--- config.mk ---
export PLATFORM = sky130hd
export DESIGN_NAME = traffic_phase_scheduler
export DESIGN_NICKNAME = d
export VERILOG_FILES = /design/src/rtl/traffic_phase_scheduler.sv
export SDC_FILE = /design/constraint.sdc
export NUM_CORES = 1
export LEC_CHECK = 0
export BUFFER_PORTS_ARGS = -buffer_cell sky130_fd_sc_hd__clkbuf_2
export CORE_ASPECT_RATIO = 2
export CORE_UTILIZATION = 40
export DETAILED_ROUTE_END_ITERATION = 7
export HOLD_SLACK_MARGIN = 0.1
export MAX_ROUTING_LAYER = met4
export SETUP_SLACK_MARGIN = 0.3
export SLEW_MARGIN = 40
export SYNTH_ARGS = -nofsm -noshare
export SYNTH_HDL_FRONTEND = slang
export SYNTH_SLANG_ARGS = --single-unit
export TNS_END_PERCENT = 30
--- constraint.sdc ---
create_clock -name clk -period 2.15 [get_ports clk]
set_input_delay 0.3225 -clock clk [delete_from_list [all_inputs] [get_ports clk]]
set_output_delay 0.3225 -clock clk [all_outputs]
set_load 0.01 [all_outputs]
--- src/rtl/traffic_phase_scheduler.sv ---
// traffic_phase_scheduler
//   Runs a 4-approach junction (M1, MT, M2, S) through three green phases:
//   MAIN (M1+M2), TURN (M1+MT) and SIDE (S). Each phase change passes
//   through a yellow and then an all-red clearance. Emergency requests can
//   preempt the normal cycle, with a fixed priority order. All timing
//   advances on an external 1 s tick strobe.
//   Lamp encoding: 3'b001 green, 3'b010 yellow, 3'b100 red.
//
//   Optional feature macro: PED_REQ_EN (pedestrian-gated SIDE phase).
//
// Ports
//   clk       in   clock
//   rst       in   asynchronous reset, active low
//   tick      in   1-cycle timing strobe
//   emg_req   in   [3:0] level requests: [0]=M1 [1]=M2 [2]=MT [3]=S
//   ped_req   in   pedestrian button pulse (used only with PED_REQ_EN)
//   light_M1  out  [2:0] lamp M1
//   light_MT  out  [2:0] lamp MT
//   light_M2  out  [2:0] lamp M2
//   light_S   out  [2:0] lamp S
//   phase     out  [1:0] current (GREEN) or target (YELLOW/ALLRED) phase
//   emg_gnt   out  [3:0] one-hot grant while the served phase is green
//   ped_walk  out  walk signal (SIDE green; tied low without PED_REQ_EN)
module traffic_phase_scheduler #(
  parameter int unsigned TW       = 4,
  parameter int unsigned T_MAIN   = 7,
  parameter int unsigned T_TURN   = 5,
  parameter int unsigned T_SIDE   = 3,
  parameter int unsigned T_YEL    = 2,
  parameter int unsigned T_AR     = 1,
  parameter int unsigned T_MINGRN = 2,
  parameter int unsigned T_EMG    = 6
) (
  input  logic       clk,
  input  logic       rst,
  input  logic       tick,
  input  logic [3:0] emg_req,
  input  logic       ped_req,
  output logic [2:0] light_M1,
  output logic [2:0] light_MT,
  output logic [2:0] light_M2,
  output logic [2:0] light_S,
  output logic [1:0] phase,
  output logic [3:0] emg_gnt,
  output logic       ped_walk
);

  typedef enum logic [1:0] {ST_GREEN, ST_YELLOW, ST_ALLRED} state_e;
  typedef enum logic [1:0] {PH_MAIN = 2'd0, PH_TURN = 2'd1, PH_SIDE = 2'd2} phase_e;

  localparam logic [2:0] LAMP_G = 3'b001;
  localparam logic [2:0] LAMP_Y = 3'b010;
  localparam logic [2:0] LAMP_R = 3'b100;

  localparam logic [TW-1:0] D_MAIN   = TW'(T_MAIN);
  localparam logic [TW-1:0] D_TURN   = TW'(T_TURN);
  localparam logic [TW-1:0] D_SIDE   = TW'(T_SIDE);
  localparam logic [TW-1:0] D_YEL    = TW'(T_YEL);
  localparam logic [TW-1:0] D_AR     = TW'(T_AR);
  localparam logic [TW-1:0] D_MINGRN = TW'(T_MINGRN);
  localparam logic [TW-1:0] D_EMG    = TW'(T_EMG);
  localparam logic [TW-1:0] ONE      = TW'(1);

  state_e        state_q, state_d;
  phase_e        cur_q, cur_d;
  phase_e        nxt_q, nxt_d;
  logic [TW-1:0] timer_q, timer_d;
  logic [TW-1:0] elapsed_q, elapsed_d;
  logic [3:0]    gnt_q, gnt_d;

  logic          emg_any;
  logic [3:0]    emg_oh;
  phase_e        emg_tgt;
  logic          emg_hit;
  logic          emg_preempt;
  logic          green_entry;
  logic          turn_to_side;

  // Green-approach mask per phase, bit order matches emg_req: M1, M2, MT, S.
  function automatic logic [3:0] green_mask(input phase_e p);
    case (p)
      PH_MAIN: return 4'b0011;
      PH_TURN: return 4'b0101;
      PH_SIDE: return 4'b1000;
      default: return 4'b0000;
    endcase
  endfunction

  function automatic logic [TW-1:0] green_dur(input phase_e p);
    case (p)
      PH_MAIN: return D_MAIN;
      PH_TURN: return D_TURN;
      PH_SIDE: return D_SIDE;
      default: return D_MAIN;
    endcase
  endfunction

  function automatic phase_e normal_next(input phase_e p, input logic to_side);
    case (p)
      PH_MAIN: return PH_TURN;
      PH_TURN: return to_side ? PH_SIDE : PH_MAIN;
      default: return PH_MAIN;
    endcase
  endfunction

  function automatic logic [2:0] lamp_of(input state_e st, input logic in_cur, input logic in_nxt);
    case (st)
      ST_GREEN:  return in_cur ? LAMP_G : LAMP_R;
      ST_YELLOW: begin
        if (in_cur && in_nxt) return LAMP_G;
        else if (in_cur)      return LAMP_Y;
        else                  return LAMP_R;
      end
      ST_ALLRED: return (in_cur && in_nxt) ? LAMP_G : LAMP_R;
      default:   return LAMP_R;
    endcase
  endfunction

  // Emergency decode: lowest set index wins (M1 > M2 > MT > S).
  always_comb begin
    emg_any = |emg_req;
    emg_oh  = emg_req & (~emg_req + 4'd1);
    emg_tgt = PH_MAIN;
    if (emg_req[0] || emg_req[1]) emg_tgt = PH_MAIN;
    else if (emg_req[2])          emg_tgt = PH_TURN;
    else if (emg_req[3])          emg_tgt = PH_SIDE;
  end

  always_comb begin
    emg_hit     = (state_q == ST_GREEN) && emg_any && (emg_tgt == cur_q);
    emg_preempt = (state_q == ST_GREEN) && emg_any && (emg_tgt != cur_q) &&
                  (elapsed_q >= D_MINGRN);
    green_entry = (state_q == ST_ALLRED) && tick && (timer_q == ONE);
  end

  // State register
  always_ff @(posedge clk or negedge rst) begin
    if (!rst) begin
      state_q   <= ST_GREEN;
      cur_q     <= PH_MAIN;
      nxt_q     <= PH_MAIN;
      timer_q   <= D_MAIN;
      elapsed_q <= '0;
      gnt_q     <= '0;
    end else begin
      state_q   <= state_d;
      cur_q     <= cur_d;
      nxt_q     <= nxt_d;
      timer_q   <= timer_d;
      elapsed_q <= elapsed_d;
      gnt_q     <= gnt_d;
    end
  end

  // Next-state logic
  always_comb begin
    state_d   = state_q;
    cur_d     = cur_q;
    nxt_d     = nxt_q;
    timer_d   = timer_q;
    elapsed_d = elapsed_q;
    gnt_d     = gnt_q;
    case (state_q)
      ST_GREEN: begin
        if (tick && (elapsed_q != '1)) elapsed_d = elapsed_q + ONE;
        // Preemption is checked before normal expiry so it wins a tie.
        if (emg_preempt) begin
          state_d = ST_YELLOW;
          nxt_d   = emg_tgt;
          timer_d = D_YEL;
          gnt_d   = '0;
        end else if (emg_hit) begin
          // Held request keeps the timer pinned at the hold length; once it
          // drops, the same timer counts the hold down and expiry resumes
          // the normal order from cur.
          timer_d = D_EMG;
          gnt_d   = emg_oh;
        end else if (tick) begin
          if (timer_q == ONE) begin
            state_d = ST_YELLOW;
            nxt_d   = normal_next(cur_q, turn_to_side);
            timer_d = D_YEL;
            gnt_d   = '0;
          end else begin
            timer_d = timer_q - ONE;
          end
        end
      end
      ST_YELLOW: begin
        if (tick) begin
          if (timer_q == ONE) begin
            state_d = ST_ALLRED;
            timer_d = D_AR;
          end else begin
            timer_d = timer_q - ONE;
          end
        end
      end
      ST_ALLRED: begin
        if (green_entry) begin
          state_d   = ST_GREEN;
          cur_d     = nxt_q;
          timer_d   = green_dur(nxt_q);
          elapsed_d = '0;
          gnt_d     = '0;
        end else if (tick) begin
          timer_d = timer_q - ONE;
        end
      end
      default: begin
        state_d = ST_GREEN;
        cur_d   = PH_MAIN;
        timer_d = D_MAIN;
      end
    endcase
  end

  // Output logic
  always_comb begin
    logic [3:0] m_cur;
    logic [3:0] m_nxt;
    m_cur    = green_mask(cur_q);
    m_nxt    = green_mask(nxt_q);
    light_M1 = lamp_of(state_q, m_cur[0], m_nxt[0]);
    light_M2 = lamp_of(state_q, m_cur[1], m_nxt[1]);
    light_MT = lamp_of(state_q, m_cur[2], m_nxt[2]);
    light_S  = lamp_of(state_q, m_cur[3], m_nxt[3]);
    phase    = (state_q == ST_GREEN) ? cur_q : nxt_q;
    emg_gnt  = '0;
    // A live matching request grants combinationally so the grant is
    // visible from the first GREEN cycle; the register covers the hold.
    // Gated by rst so a held request cannot show a grant during reset.
    if ((state_q == ST_GREEN) && rst) emg_gnt = emg_hit ? emg_oh : gnt_q;
  end

`ifdef PED_REQ_EN
  logic ped_pend_q, ped_pend_d;

  always_comb begin
    ped_pend_d = ped_pend_q | ped_req;
    if (green_entry && (nxt_q == PH_SIDE)) ped_pend_d = 1'b0;
  end

  always_ff @(posedge clk or negedge rst) begin
    if (!rst) ped_pend_q <= 1'b0;
    else      ped_pend_q <= ped_pend_d;
  end

  assign turn_to_side = ped_pend_q | (emg_any & (emg_tgt == PH_SIDE));
  assign ped_walk     = (state_q == ST_GREEN) && (cur_q == PH_SIDE);
`else
  logic unused_ped_req;
  assign unused_ped_req = ped_req;
  assign turn_to_side   = 1'b1;
  assign ped_walk       = 1'b0;
`endif

endmodule

==> results by group <==
Outcome
  • Status: complete, but fails checks
  • Failing checks: setup timing

Logic synthesis
  • Synth Flop Type: dfrtp_1
  • Top cell type by total area after synthesis: dfrtp_1
  • Yosys warnings: 0
  • Register area share after synthesis: 30.5%
  • Avg Cell Area, Syn: 8.40 um^2
  • Post-synth cell types: 52
  • Top cell type's share of synthesized area: 25.2%
  • Post-Syn Area: 1490 um^2
  • Syn Nets: 189
  • Leading cell types by count after synthesis: nor2_1 (16), dfrtp_1 (15), nand2_1 (13)
  • Async S/R FF share, synth: 100%
  • Most frequent cell after synthesis: nor2_1
  • Ranking of synthesized cells by area: dfrtp_1 (25%), dfstp_2 (5.3%), nand2b_1 (4.2%), a21oi_1 (4.0%), nor2_1 (4.0%)
  • Syn Inst Count: 177
  • FF+latch count, synth: 18
  • EDFF count, synth: 0

Timing
  • Maximum clock rate: 0.465 GHz
  • Fin worst setup slack: -0.00253 ns
  • Unrepaired setup endpoints after global routing: true
  • Setup tns final: -0.00253 ns
  • Clock period minus worst slack: 2.15 ns
  • Hold WS: 0.352 ns
  • Fin. Hold Viols: 0
  • Final period utilization: 100%
  • Max-slew violation count: 0
  • Setup Skew: 0.000736 ns
  • Setup violators final: 1

Worst setup path
  • CP required: 1.83 ns
  • Type of destination of the critical path: output port
  • Critical-path maximum fanout: 8
  • CP Data Arrival Time: 1.83 ns
  • Worst setup SP type: register
  • CP Class: register to output port

Floorplanning
  • Die W: 45.1 um
  • Site row count: 31
  • CORE AREA: 3570 um^2
  • Die area: 3980 um^2
  • Starting Density: 41.7%
  • Num ports: 27
  • Chip height: 88.2 um

Hold path
  • Worst hold path type: primary input to register

Clocking
  • Num Clock Sinks: 18
  • Clock buffer depth: 2
  • Num CTS Buffers: 3
  • Root Buffer: clkbuf_8
  • Clk pin slew, worst setup/hold paths: 0.07 ns
  • H-tree depth: 1
  • Later-pin clock latency in the skew report: 0.26 ns
  • CTS tree: done

GRT
  • Grt ovf: 0
  • Largest net degree at the start of global routing: 25
  • Initial antenna violation count: 0
  • First-pass GRT wire length: 6.53 mm
  • Tot GR Track Use: 22.6%
  • Vias in the first global route: 1427

Route
  • Avg WL per Cell: 15.2 um
  • Residual DRC: 0
  • Via count: 1511
  • 1st-pass router iterations: 5
  • Vias per inst: 5.66
  • ANT nets after route: 0
  • 1st-iter DRT viols: 40
  • Aggregate routed wire length: 4.06 mm

Pwr
  • Total power: 2.54 mW
  • P_leak: 0.856 nW
  • VDD IR max: 696 uV
  • Pwr dens: 1260 nW/um^2

Run
  • Max-cap violations: 0

Cells and area
  • Number of fill cells: 340
  • Fin area: 2010 um^2
  • N_diodes: 0
  • Fin nets: 231
  • Area growth syn-to-layout: 35.0%
  • Layout cells sized above 1: 45.0%

Placement
  • Hpwl dp: 2.92 mm
  • Placed Area: 1730 um^2
  • Routability Congestion: 0.892
  • IO buf count: 24
area by class of cell:
type / count / area (um^2) / area share (%)
clock buffers: 4 / 55.1 / 2.74
flip-flops and latches: 18 / 457 / 22.7
inverters: 6 / 26.3 / 1.31
well taps: 49 / 61.3 / 3.05
multi-input cells: 142 / 1100 / 54.9
repair buffers: 48 / 307 / 15.3
worst max-delay path: stages (launching register included):
cell      delay [ns]
dfrtp_2         0.46
nor4bb_4        0.29
o21ai_2         0.11
a21oi_4         0.29
nand3b_1        0.15
a21oi_2         0.13
buf_2           0.14
worst paths after layout:
check / startpoint / end / slack, ns / depth (start not counted)
max: cur_q[0] / emg_gnt[1] / -0.003 / 6
min: emg_req[0] / gnt_q[0] / 0.35 / 2
max reg2reg: cur_q[1] / nxt_q[1] / 0.17 / 7
min reg2reg: gnt_q[3] / gnt_q[3] / 0.50 / 1
max in group asynchronous: rst / timer_q[1] / 1.29 / 3
min in group asynchronous: rst / state_q[1] / 0.60 / 3
sequential cells by signal (all words and copies together) (netlist names):
signal and count:
cur_q 2, elapsed_q 4, gnt_q 4, nxt_q 2
state_q 2, timer_q 4
cell usage in the layout, fill, tap and decap left out, types with 3 or more instances in the layout:
master / synthesis / final
o21ai_0: 10 / 10
a21oi_2: 1 / 3
mux2_2: 5 / 3
clkbuf_8: 0 / 4
a211oi_1: 4 / 4
nand2b_1: 10 / 8
ha_1: 4 / 3
nor3_1: 6 / 4
buf_2: 1 / 5
inv_1: 6 / 5
buf_4: 2 / 22
dfstp_2: 3 / 3
nand3_1: 8 / 6
o21bai_1: 4 / 3
clkbuf_2: 0 / 19
dfrtp_1: 15 / 13
nor2_1: 16 / 13
nand2_1: 13 / 12
a21oi_1: 12 / 9
nor2b_1: 4 / 4
power by group:
| group | total (mW) | switching, mW | internal, mW |
|---|---|---|---|
| Sequential | 0.646 | 0.154 | 0.491 |
| Combinational | 1.61 | 0.862 | 0.750 |
| Clock | 0.282 | 0.119 | 0.163 |
cells by family after synthesis:
logic type	synth area share, %
AOI/OAI and AO/OA	25.5
xor gates and xnor gates	0.589
adders and majority gates	5.38
buffers and inverters	6.39
DFF	30.5
muxes	5.13
other	0.252
and+or+nand+nor	26.2
through the flow:
step                worst slack [ns]  util, %  instances
floorplan                      0.203        -        177
global placement              0.0979     48.4        254
detailed placement            0.0600     48.4        254
CTS                          0.00165     52.0        265
global route                 -0.0951     56.3        267
finish                      -0.00253     56.3        267
layer usage:
metal / global-route usage [%] / vias to the layer above / routed length (um) / share of wire, %
li1: - / 720 / - / -
met1: 25.1 / 739 / 1530 / 38
met2: 40.4 / 40 / 2310 / 57
met3: 1.22 / 12 / 122 / 3.0
met4: 8.82 / 0 / 89 / 2.2
met5: - / - / 0 / 0
repair_timing:
action | in CTS | in global routing
pin swaps | 7 | 9
gates resized for setup | 5 | 36
buffers inserted | 6 | 2
endpoints found under the hold margin | 15 | 0
hold buffers | 1 | 0
setup endpoints to repair | 16 | 25
No activity file was read; power rests on OpenSTA's default activity.
